$ cat src/rtl/min_receive_fsm_if.sv
`default_nettype none
// ============================================================================
// Module      : min_receive_fsm_if
// Description : Bundle of the byte-input and frame-output signals of the MIN
//               receive deframer.
//               master modport : byte source / frame consumer side
//               slave  modport : deframer side
// Signals     : i_en      clock enable
//               i_valid   one-cycle strobe, i_data holds a received byte
//               i_data    received byte
//               o_id      ID byte of the last good frame
//               o_len     payload length of the last good frame
//               o_data    payload of the last good frame, first byte at MSB
//               o_valid   one-cycle pulse, new good frame
//               o_err     one-cycle pulse, frame discarded
//               o_busy    deframer is inside a frame
// Revision    : 1.0 - initial release
// ============================================================================
interface min_receive_fsm_if #(
   parameter int N_DATA_BYTE = 8
);
   logic                     i_en;
   logic                     i_valid;
   logic [7:0]               i_data;
   logic [7:0]               o_id;
   logic [7:0]               o_len;
   logic [8*N_DATA_BYTE-1:0] o_data;
   logic                     o_valid;
   logic                     o_err;
   logic                     o_busy;

   modport master (
      output i_en, i_valid, i_data,
      input  o_id, o_len, o_data, o_valid, o_err, o_busy
   );

   modport slave (
      input  i_en, i_valid, i_data,
      output o_id, o_len, o_data, o_valid, o_err, o_busy
   );
endinterface
`default_nettype wire

$ cat src/rtl/min_receive_fsm.sv
`default_nettype none
// ============================================================================
// Module      : min_receive_fsm
// Description : MIN frame receiver/deframer. Finds the AA AA AA header,
//               removes stuff bytes, captures ID, LEN and payload, checks
//               CRC-32 and the 0x55 EOF byte, and presents each good frame
//               as one parallel word with a one-cycle o_valid strobe.
// Ports       : i_clk   system clock
//               i_rst   asynchronous active-high reset
//               bus     min_receive_fsm_if.slave (byte input, frame output)
// Revision    : 1.0 - initial release
// ============================================================================
module min_receive_fsm #(
   parameter int N_DATA_BYTE = 8
) (
   input  logic               i_clk,
   input  logic               i_rst,
   min_receive_fsm_if.slave   bus
);

   localparam int          c_W    = 8 * N_DATA_BYTE;
   localparam logic [31:0] c_POLY = 32'hEDB8_8320;

   localparam logic [3:0] c_SOF     = 4'd0;
   localparam logic [3:0] c_ID      = 4'd1;
   localparam logic [3:0] c_LEN     = 4'd2;
   localparam logic [3:0] c_PAYLOAD = 4'd3;
   localparam logic [3:0] c_CRC0    = 4'd4;
   localparam logic [3:0] c_CRC1    = 4'd5;
   localparam logic [3:0] c_CRC2    = 4'd6;
   localparam logic [3:0] c_CRC3    = 4'd7;
   localparam logic [3:0] c_EOF     = 4'd8;

   // One byte of reflected CRC-32 (running register, no final XOR).
   function automatic logic [31:0] crc32_byte(input logic [31:0] c,
                                              input logic [7:0]  b);
      logic [31:0] r;
      r = c ^ {24'h0, b};
      for (int k = 0; k < 8; k++) begin
         r = r[0] ? ((r >> 1) ^ c_POLY) : (r >> 1);
      end
      return r;
   endfunction

   logic [3:0]     state_q,   state_d;
   logic [1:0]     aa_cnt_q,  aa_cnt_d;
   logic [31:0]    crc_q,     crc_d;
   logic [31:0]    rx_crc_q,  rx_crc_d;
   logic [7:0]     id_buf_q,  id_buf_d;
   logic [7:0]     len_buf_q, len_buf_d;
   logic [c_W-1:0] buf_q,     buf_d;
   logic [7:0]     cnt_q,     cnt_d;
   logic [7:0]     id_q,      id_d;
   logic [7:0]     len_q,     len_d;
   logic [c_W-1:0] data_q,    data_d;
   logic           valid_q,   valid_d;
   logic           err_q,     err_d;

   logic           w_accept;
   logic           w_is_aa;
   logic [7:0]     w_byte;
   logic [c_W-1:0] w_top;

   assign w_accept = bus.i_en && bus.i_valid;
   assign w_byte   = bus.i_data;
   assign w_is_aa  = (bus.i_data == 8'hAA);

   // Incoming byte placed in the top lane; shifted down by the byte index.
   always_comb begin
      w_top              = '0;
      w_top[c_W-1 -: 8]  = w_byte;
   end

   always_comb begin
      state_d   = state_q;
      aa_cnt_d  = aa_cnt_q;
      crc_d     = crc_q;
      rx_crc_d  = rx_crc_q;
      id_buf_d  = id_buf_q;
      len_buf_d = len_buf_q;
      buf_d     = buf_q;
      cnt_d     = cnt_q;
      id_d      = id_q;
      len_d     = len_q;
      data_d    = data_q;
      valid_d   = 1'b0;
      err_d     = 1'b0;

      if (w_accept) begin
         if (w_is_aa && (aa_cnt_q == 2'd2)) begin
            // Third AA: (re)start a frame; any partial frame is dropped
            // silently.
            state_d  = c_ID;
            aa_cnt_d = 2'd0;
            crc_d    = 32'hFFFF_FFFF;
            buf_d    = '0;
            cnt_d    = 8'd0;
         end else if ((aa_cnt_q == 2'd2) && (state_q != c_SOF)) begin
            // Byte after two data AAs must be a stuff 0x55; it carries no
            // data and does not touch the CRC.
            aa_cnt_d = 2'd0;
            if (w_byte != 8'h55) begin
               err_d   = 1'b1;
               state_d = c_SOF;
            end
         end else begin
            aa_cnt_d = w_is_aa ? (aa_cnt_q + 2'd1) : 2'd0;
            case (state_q)
               c_ID: begin
                  id_buf_d = w_byte;
                  crc_d    = crc32_byte(crc_q, w_byte);
                  state_d  = c_LEN;
               end
               c_LEN: begin
                  if (32'(w_byte) > 32'(N_DATA_BYTE)) begin
                     err_d   = 1'b1;
                     state_d = c_SOF;
                  end else begin
                     len_buf_d = w_byte;
                     crc_d     = crc32_byte(crc_q, w_byte);
                     cnt_d     = 8'd0;
                     state_d   = (w_byte == 8'd0) ? c_CRC0 : c_PAYLOAD;
                  end
               end
               c_PAYLOAD: begin
                  buf_d = buf_q | (w_top >> {cnt_q, 3'b000});
                  crc_d = crc32_byte(crc_q, w_byte);
                  cnt_d = cnt_q + 8'd1;
                  if ((cnt_q + 8'd1) == len_buf_q) begin
                     state_d = c_CRC0;
                  end
               end
               c_CRC0, c_CRC1, c_CRC2, c_CRC3: begin
                  rx_crc_d = {rx_crc_q[23:0], w_byte};
                  state_d  = state_q + 4'd1;
               end
               c_EOF: begin
                  if ((w_byte == 8'h55) && (rx_crc_q == ~crc_q)) begin
                     id_d    = id_buf_q;
                     len_d   = len_buf_q;
                     data_d  = buf_q;
                     valid_d = 1'b1;
                  end else begin
                     err_d = 1'b1;
                  end
                  state_d = c_SOF;
               end
               default: begin
                  state_d = c_SOF;
               end
            endcase
         end
      end
   end

   always_ff @(posedge i_clk or posedge i_rst) begin
      if (i_rst) begin
         state_q   <= c_SOF;
         aa_cnt_q  <= 2'd0;
         crc_q     <= 32'hFFFF_FFFF;
         rx_crc_q  <= 32'h0;
         id_buf_q  <= 8'h0;
         len_buf_q <= 8'h0;
         buf_q     <= '0;
         cnt_q     <= 8'd0;
         id_q      <= 8'h0;
         len_q     <= 8'h0;
         data_q    <= '0;
         valid_q   <= 1'b0;
         err_q     <= 1'b0;
      end else begin
         state_q   <= state_d;
         aa_cnt_q  <= aa_cnt_d;
         crc_q     <= crc_d;
         rx_crc_q  <= rx_crc_d;
         id_buf_q  <= id_buf_d;
         len_buf_q <= len_buf_d;
         buf_q     <= buf_d;
         cnt_q     <= cnt_d;
         id_q      <= id_d;
         len_q     <= len_d;
         data_q    <= data_d;
         valid_q   <= valid_d;
         err_q     <= err_d;
      end
   end

   assign bus.o_id    = id_q;
   assign bus.o_len   = len_q;
   assign bus.o_data  = data_q;
   assign bus.o_valid = valid_q;
   assign bus.o_err   = err_q;
   assign bus.o_busy  = (state_q != c_SOF);

endmodule
`default_nettype wire

$ cat src/flat_wrapper.sv
// flat-port wrapper written by rule: the top's interface ports become plain ports
module min_receive_fsm_flat 
#(
   parameter int N_DATA_BYTE = 8
)
  (i_clk, i_rst, bus_i_en, bus_i_valid, bus_i_data, bus_o_id, bus_o_len, bus_o_data, bus_o_valid, bus_o_err, bus_o_busy);
  min_receive_fsm_if #(.N_DATA_BYTE(N_DATA_BYTE)) bus_i ();
  input  logic i_clk;
  input  logic i_rst;
  input wire logic [$bits(bus_i.i_en)-1:0] bus_i_en;
  input wire logic [$bits(bus_i.i_valid)-1:0] bus_i_valid;
  input wire logic [$bits(bus_i.i_data)-1:0] bus_i_data;
  output wire logic [$bits(bus_i.o_id)-1:0] bus_o_id;
  output wire logic [$bits(bus_i.o_len)-1:0] bus_o_len;
  output wire logic [$bits(bus_i.o_data)-1:0] bus_o_data;
  output wire logic [$bits(bus_i.o_valid)-1:0] bus_o_valid;
  output wire logic [$bits(bus_i.o_err)-1:0] bus_o_err;
  output wire logic [$bits(bus_i.o_busy)-1:0] bus_o_busy;
  assign bus_i.i_en = bus_i_en;
  assign bus_i.i_valid = bus_i_valid;
  assign bus_i.i_data = bus_i_data;
  assign bus_o_id = bus_i.o_id;
  assign bus_o_len = bus_i.o_len;
  assign bus_o_data = bus_i.o_data;
  assign bus_o_valid = bus_i.o_valid;
  assign bus_o_err = bus_i.o_err;
  assign bus_o_busy = bus_i.o_busy;
  min_receive_fsm #(.N_DATA_BYTE(N_DATA_BYTE)) u_core (.i_clk(i_clk), .i_rst(i_rst), .bus(bus_i));
endmodule
$ cat config.mk
export PLATFORM = sky130hd
export DESIGN_NAME = min_receive_fsm_flat
export DESIGN_NICKNAME = d
export VERILOG_FILES = /design/src/rtl/min_receive_fsm_if.sv /design/src/rtl/min_receive_fsm.sv /design/src/flat_wrapper.sv
export SDC_FILE = /design/constraint.sdc
export NUM_CORES = 1
export LEC_CHECK = 0
export BUFFER_PORTS_ARGS = -buffer_cell sky130_fd_sc_hd__buf_4
export CAP_MARGIN = 20
export CELL_PAD_IN_SITES_DETAIL_PLACEMENT = 0
export CELL_PAD_IN_SITES_GLOBAL_PLACEMENT = 1
export CORE_MARGIN = 2
export CORE_UTILIZATION = 49
export CTS_CLUSTER_DIAMETER = 150
export DETAILED_ROUTE_END_ITERATION = 10
export PLACE_DENSITY = 0.8
export SYNTH_ARGS = -nofsm -noshare
export SYNTH_HDL_FRONTEND = slang
export SYNTH_SLANG_ARGS = --single-unit
$ cat constraint.sdc
create_clock -name i_clk -period 22.9 [get_ports i_clk]
set_input_delay 5.725 -clock i_clk [delete_from_list [all_inputs] [get_ports i_clk]]
set_output_delay 5.725 -clock i_clk [all_outputs]
set_load 0.01 [all_outputs]
Word-level counts from Yosys, hierarchy flattened
Cells that the tools add are included.

word-level totals
  bits in registers = 240
  input bits = 12
  output and inout port bits = 83
  logic and storage cells = 110

cells by class
  $add $sub $neg = 3
  $lt $le $gt $ge = 1
  equal/unequal tests = 18
  shift-type cells = 1
  muxes and demuxes = 41
  bitwise operators = 14
  reduce and logical (&&, ||, !) cells = 19

operators with widths
  kind                                                  count
  2-to-1 mux 32 bit                                     11
  2-to-1 mux 64 bit                                     3
  NOT 13 -> 14 bit                                      8
  bitwise OR 64 bit                                     1
  case mux 32 bit (2 select lines)                      1
  >> shifter 64 x 11 -> 64 bit                          1
  equality test 32 bit                                  1
  NOT 32 bit                                            1
  bitwise XOR 32 x 8 -> 32 bit                          1
  2-to-1 mux 8 bit                                      3
  2-to-1 mux 4 bit                                      5
  equality test 4 x 3 -> 1 bit (second input constant)  4
  case mux 4 bit (4 select lines)                       1
  case mux 8 bit (2 select lines)                       1
  AND reduction 4 bit                                   4
  2-to-1 mux 1 bit                                      11
  AND reduction 5 bit                                   2
  adder 8 x 1 -> 8 bit (second input constant)          1
  equality test 4 x 2 -> 1 bit (second input constant)  2
  equality test 8 x 7 -> 1 bit (second input constant)  1
  equality test 8 bit                                   1
  equality test 8 bit (second input constant)           1
  > comparator 8 x 4 -> 1 bit (second input constant)   1
  logical NOT 8 bit                                     1
  other kinds (20)                                      30

Depth between registers and ports, before layout
  depth in word-level cells = 21
  mapped depth = 10
  gate-level depth less buffers = 8

Worst setup path after synthesis
Ideal clock, no wire load.

  path kind = input to register
  start point = in bus_i_data[6]
  end point = reg u_core.rx_crc_q[0]
  library setup time = 0.125 ns
  arrival = 7.419 ns
  required time = 22.775 ns
  setup slack = 15.356 ns
  stages on the path = 8
  buffers on the path = 3
  cell sequence = buf_2 > or4_1 > o211ai_2 > and3_1 > buf_4 > nand2_4 > buf_6 > mux2_4

on the way
  longest elaborated chain between the ends = 4

ends and longest elaborated chain
  item                           RTL line                RTL
  start, declared                flat_wrapper.sv:12      input wire logic [$bits(bus_i.i_data)-1:0] bus_i_data;
  equality test 8 bit            min_receive_fsm.sv:66   assign w_is_aa = (bus.i_data == 8'hAA);
  logical AND 1 bit              min_receive_fsm.sv:90   if (w_is_aa && (aa_cnt_q == 2'd2)) begin
  NOT 1 bit (no line)            -
  AND reduction 4 bit (no line)  -
  end signal, assigned           min_receive_fsm.sv:175  rx_crc_q <= rx_crc_d;
  end, declared                  min_receive_fsm.sv:48   logic [31:0] rx_crc_q, rx_crc_d;

Every way passes these cells.
A chain may end at the register's enable or synchronous reset.

Worst setup path after layout
  start point = in bus_i_data[4]
  end point = reg u_core.rx_crc_q[30]

Same word-level chain as after synthesis.

==> results.cfg <==
[cells_and_area]
drive_gt1_frac = 0.318
diodes = 0
layout.nets = 994
layout_common_cells = dfrtp_1 (208), nor2_1 (109), buf_4 (100), a21oi_1 (93), mux2_2 (84)
area_growth_pct = 16.4
post-route-cell-area_um2 = 12600
fillers = 1817
final_common_cell = dfrtp_1

[clock_network]
cts_tree = yes
insertion_delay_ns = 0.55
clock-sinks = 240
clk_pin_slew_ns = 0.06
cts-root-buf = clkbuf_16
cts_setup_buffers = 0
cts.path.max_buffers = 3
numCtsBuffers = 26
hold_buffers = 0
htree_levels = 1
cts_resized = 0

[job]
cap_violations = 0

[route]
drc = 0
ant_nets = 0
vias = 7042
via_per_inst = 5.52
routedWlPerCell_um = 19.8
dr.pass1.iters = 5
routed_wl_um = 25300
drt_first_iter_violations = 376

[yosys]
synth_area_leader_cell = dfrtp_1
yosysTopAreaCellShare = 0.480
ys.flop_type = dfrtp_1
synth_edf_count = 0
synth.area.top_cells = dfrtp_1 (48%), mux2_2 (8.7%), dfstp_2 (7.8%), xor2_1 (4.6%), a21oi_1 (4.3%)
synthCells = 897
synth_seq_area_share = 0.558
netlist_area_um2 = 10800
syn_area_per_cell_um2 = 12.1
async_reset_ff_frac = 1.00
syn_nets = 915
ys_warn_count = 0
ys_ff_latch = 240
synth_cell_types = 65

[timing]
maxSlewViolCount = 0
setup_viol = 0
setup_tns_ns = 0
min_period_over_period = 0.348
fmax_ghz = 0.126
clock_skew_ns = 0.0286
tightest_slew_ns = 1.03
relSlewSlack = 0.314
grt_setup_unrepaired = false
post-route-min-period_ns = 7.96
hold_violations = 0

[power_and_ir_drop]
power_leakage_nw = 6.13
power.share.switching = 0.339
p_sw_mw = 0.513
p_per_area_nw_per_um2 = 120
combPwrFrac = 0.326
pwr-share-seq = 0.399
clock_power_share = 0.275
ir_worst_vdd_mv = 0.0556
p_int_mw = 0.999

[die]
die-width_um = 153
die_h_um = 153
fp.coreArea_um2 = 21800
ioPinCount = 95
start_util = 0.498
die_area_um2 = 23300
row_count = 54

[outcome]
outcome = finished, final reports clean

[placed_design]
place.gp.congestion = 0.883
placed_area_um2 = 11700
dp_hpwl_um = 16500
portBuffers = 94

[global_route]
overflow = 0
first_global_vias = 7180
use_met3 = 0.0358
grt_use_met2 = 0.336
grt-busiest-layer = met2
grt_pass1_wl_um = 40500
antenna_found_initial = 0
grt_usage = 0.217
grt_max_degree = 93
grt_use_met1 = 0.316

[critical_path]
required_ns = 23.31
cp_data_arrival_time_ns = 8.37
path_class = input port to flip-flop
worstReg2RegEnd = u_core.bus.o_len[2]$_DFFE_PP0P_
startpoint_type = input port
ff2ff_setup_slack_ns = 19.60
endpoint_kind = flip-flop
ff2ff_path_depth = 7
rr_startpoint = u_core.crc_q[0]$_DFFE_PP1P_
crit_fanout = 32

[worst_hold_path]
min_path_type = flip-flop to flip-flop
hold_start = u_core.bus.o_id[7]$_DFFE_PP0P_
min_to = u_core.bus.o_id[7]$_DFFE_PP0P_
whs_path_depth = 1
Yosys cell counts, types with 2 or more instances:
master / n
and4_1: 4
a21o_1: 2
and3_1: 3
a21oi_1: 93
nor3_1: 7
mux2_2: 84
clkbuf_1: 24
buf_2: 22
nand4_1: 16
inv_1: 6
or3_1: 3
ha_1: 6
dfrtp_1: 208
mux2_1: 10
and2_1: 13
buf_6: 3
dfstp_2: 32
nor2_1: 111
a22o_1: 2
nor3_2: 2
nor3b_1: 2
o21ai_0: 9
nor4_1: 4
a32o_1: 2
or2_2: 3
mux2_4: 30
nand2_1: 24
nand2b_1: 6
xnor2_2: 6
xnor2_1: 47
a31oi_1: 15
buf_4: 2
nor4_4: 2
nand3_1: 6
a2111oi_0: 2
xor2_1: 57
through the flow:
step	hold slack (ns)	utilization	total power [mW]	cells	setup WS, ns
after detailed placement	0.476	0.539	1.10	1225	14.39
final	0.483	0.580	1.51	1275	14.94
after global routing	0.505	0.580	1.60	1275	14.75
after CTS	0.489	0.578	1.52	1272	14.94
after global placement	0.461	0.539	1.09	1225	14.36
after floorplan	0.447	-	0.989	897	10.64
sequential cells by signal (all words and copies together) (netlist names):
register            flops
u_core.buf_q           64
u_core.bus.o_data      64
u_core.crc_q           32
u_core.rx_crc_q        32
u_core.bus.o_id         8
u_core.bus.o_len        8
u_core.cnt_q            8
u_core.id_buf_q         8
u_core.len_buf_q        8
u_core.state_q          4
u_core.aa_cnt_q         2
u_core.bus.o_err        1
u_core.bus.o_valid      1
worst max-delay path by stage:
stage | start | end | slack [ns]
detailed placement | bus_i_data[4] | u_core.rx_crc_q[30]$_DFFE_PP0P_ | 14.39
global route | bus_i_data[5] | u_core.bus.o_len[2]$_DFFE_PP0P_ | 14.75
floorplan | i_rst | u_core.aa_cnt_q[0]$_DFFE_PP0P_ | 10.64
global placement | bus_i_data[4] | u_core.rx_crc_q[31]$_DFFE_PP0P_ | 14.36
CTS | bus_i_data[4] | u_core.rx_crc_q[30]$_DFFE_PP0P_ | 14.94
finish | bus_i_data[4] | u_core.rx_crc_q[30]$_DFFE_PP0P_ | 14.94
worst max-delay path, cell delays in order:
cell,delay [ns]
buf_4,0.16
nor4_4,0.40
nand3_1,0.66
and3_1,0.49
nand2_4,0.51
mux2_2,0.40
area by class of cell:
type	count	area, um^2	area share
Clock inverter	9	103	0.00813
Inverter	6	30.0	0.00238
Timing Repair Buffer	103	793	0.0629
Clock buffer	38	756	0.0599
Multi-Input combinational cell	599	4540	0.360
Sequential cell	240	6050	0.479
Tap cell	280	350	0.0278
kinds of logic (layout without fill, tap and decap cells):
family / after synthesis / in the layout / synth area share
AO/OA/AOI/OAI: 140 / 140 / 0.0749
XOR/XNOR: 111 / 111 / 0.0951
adder cells (fa/ha/maj): 6 / 6 / 0.00693
buffers and inverters: 58 / 156 / 0.0254
flip-flops: 240 / 240 / 0.558
multiplexers: 124 / 124 / 0.139
AND/OR/NAND/NOR: 218 / 218 / 0.101
power by group through the flow:
stage	registers, mW	logic [mW]	clock network, mW
2_1_floorplan	0.580	0.409	0
5_1_grt	0.613	0.545	0.439
6_report	0.603	0.494	0.416
3_5_place_dp	0.608	0.489	0
3_3_place_gp	0.607	0.486	0
4_1_cts	0.602	0.494	0.422
metal layers:
metal | routed length [um] | part of all wire
met1 | 11800 | 0.47
met2 | 11600 | 0.46
met3 | 1240 | 0.049
met4 | 694 | 0.027
met5 | 0 | 0
(Power assumes the default switching activity.)
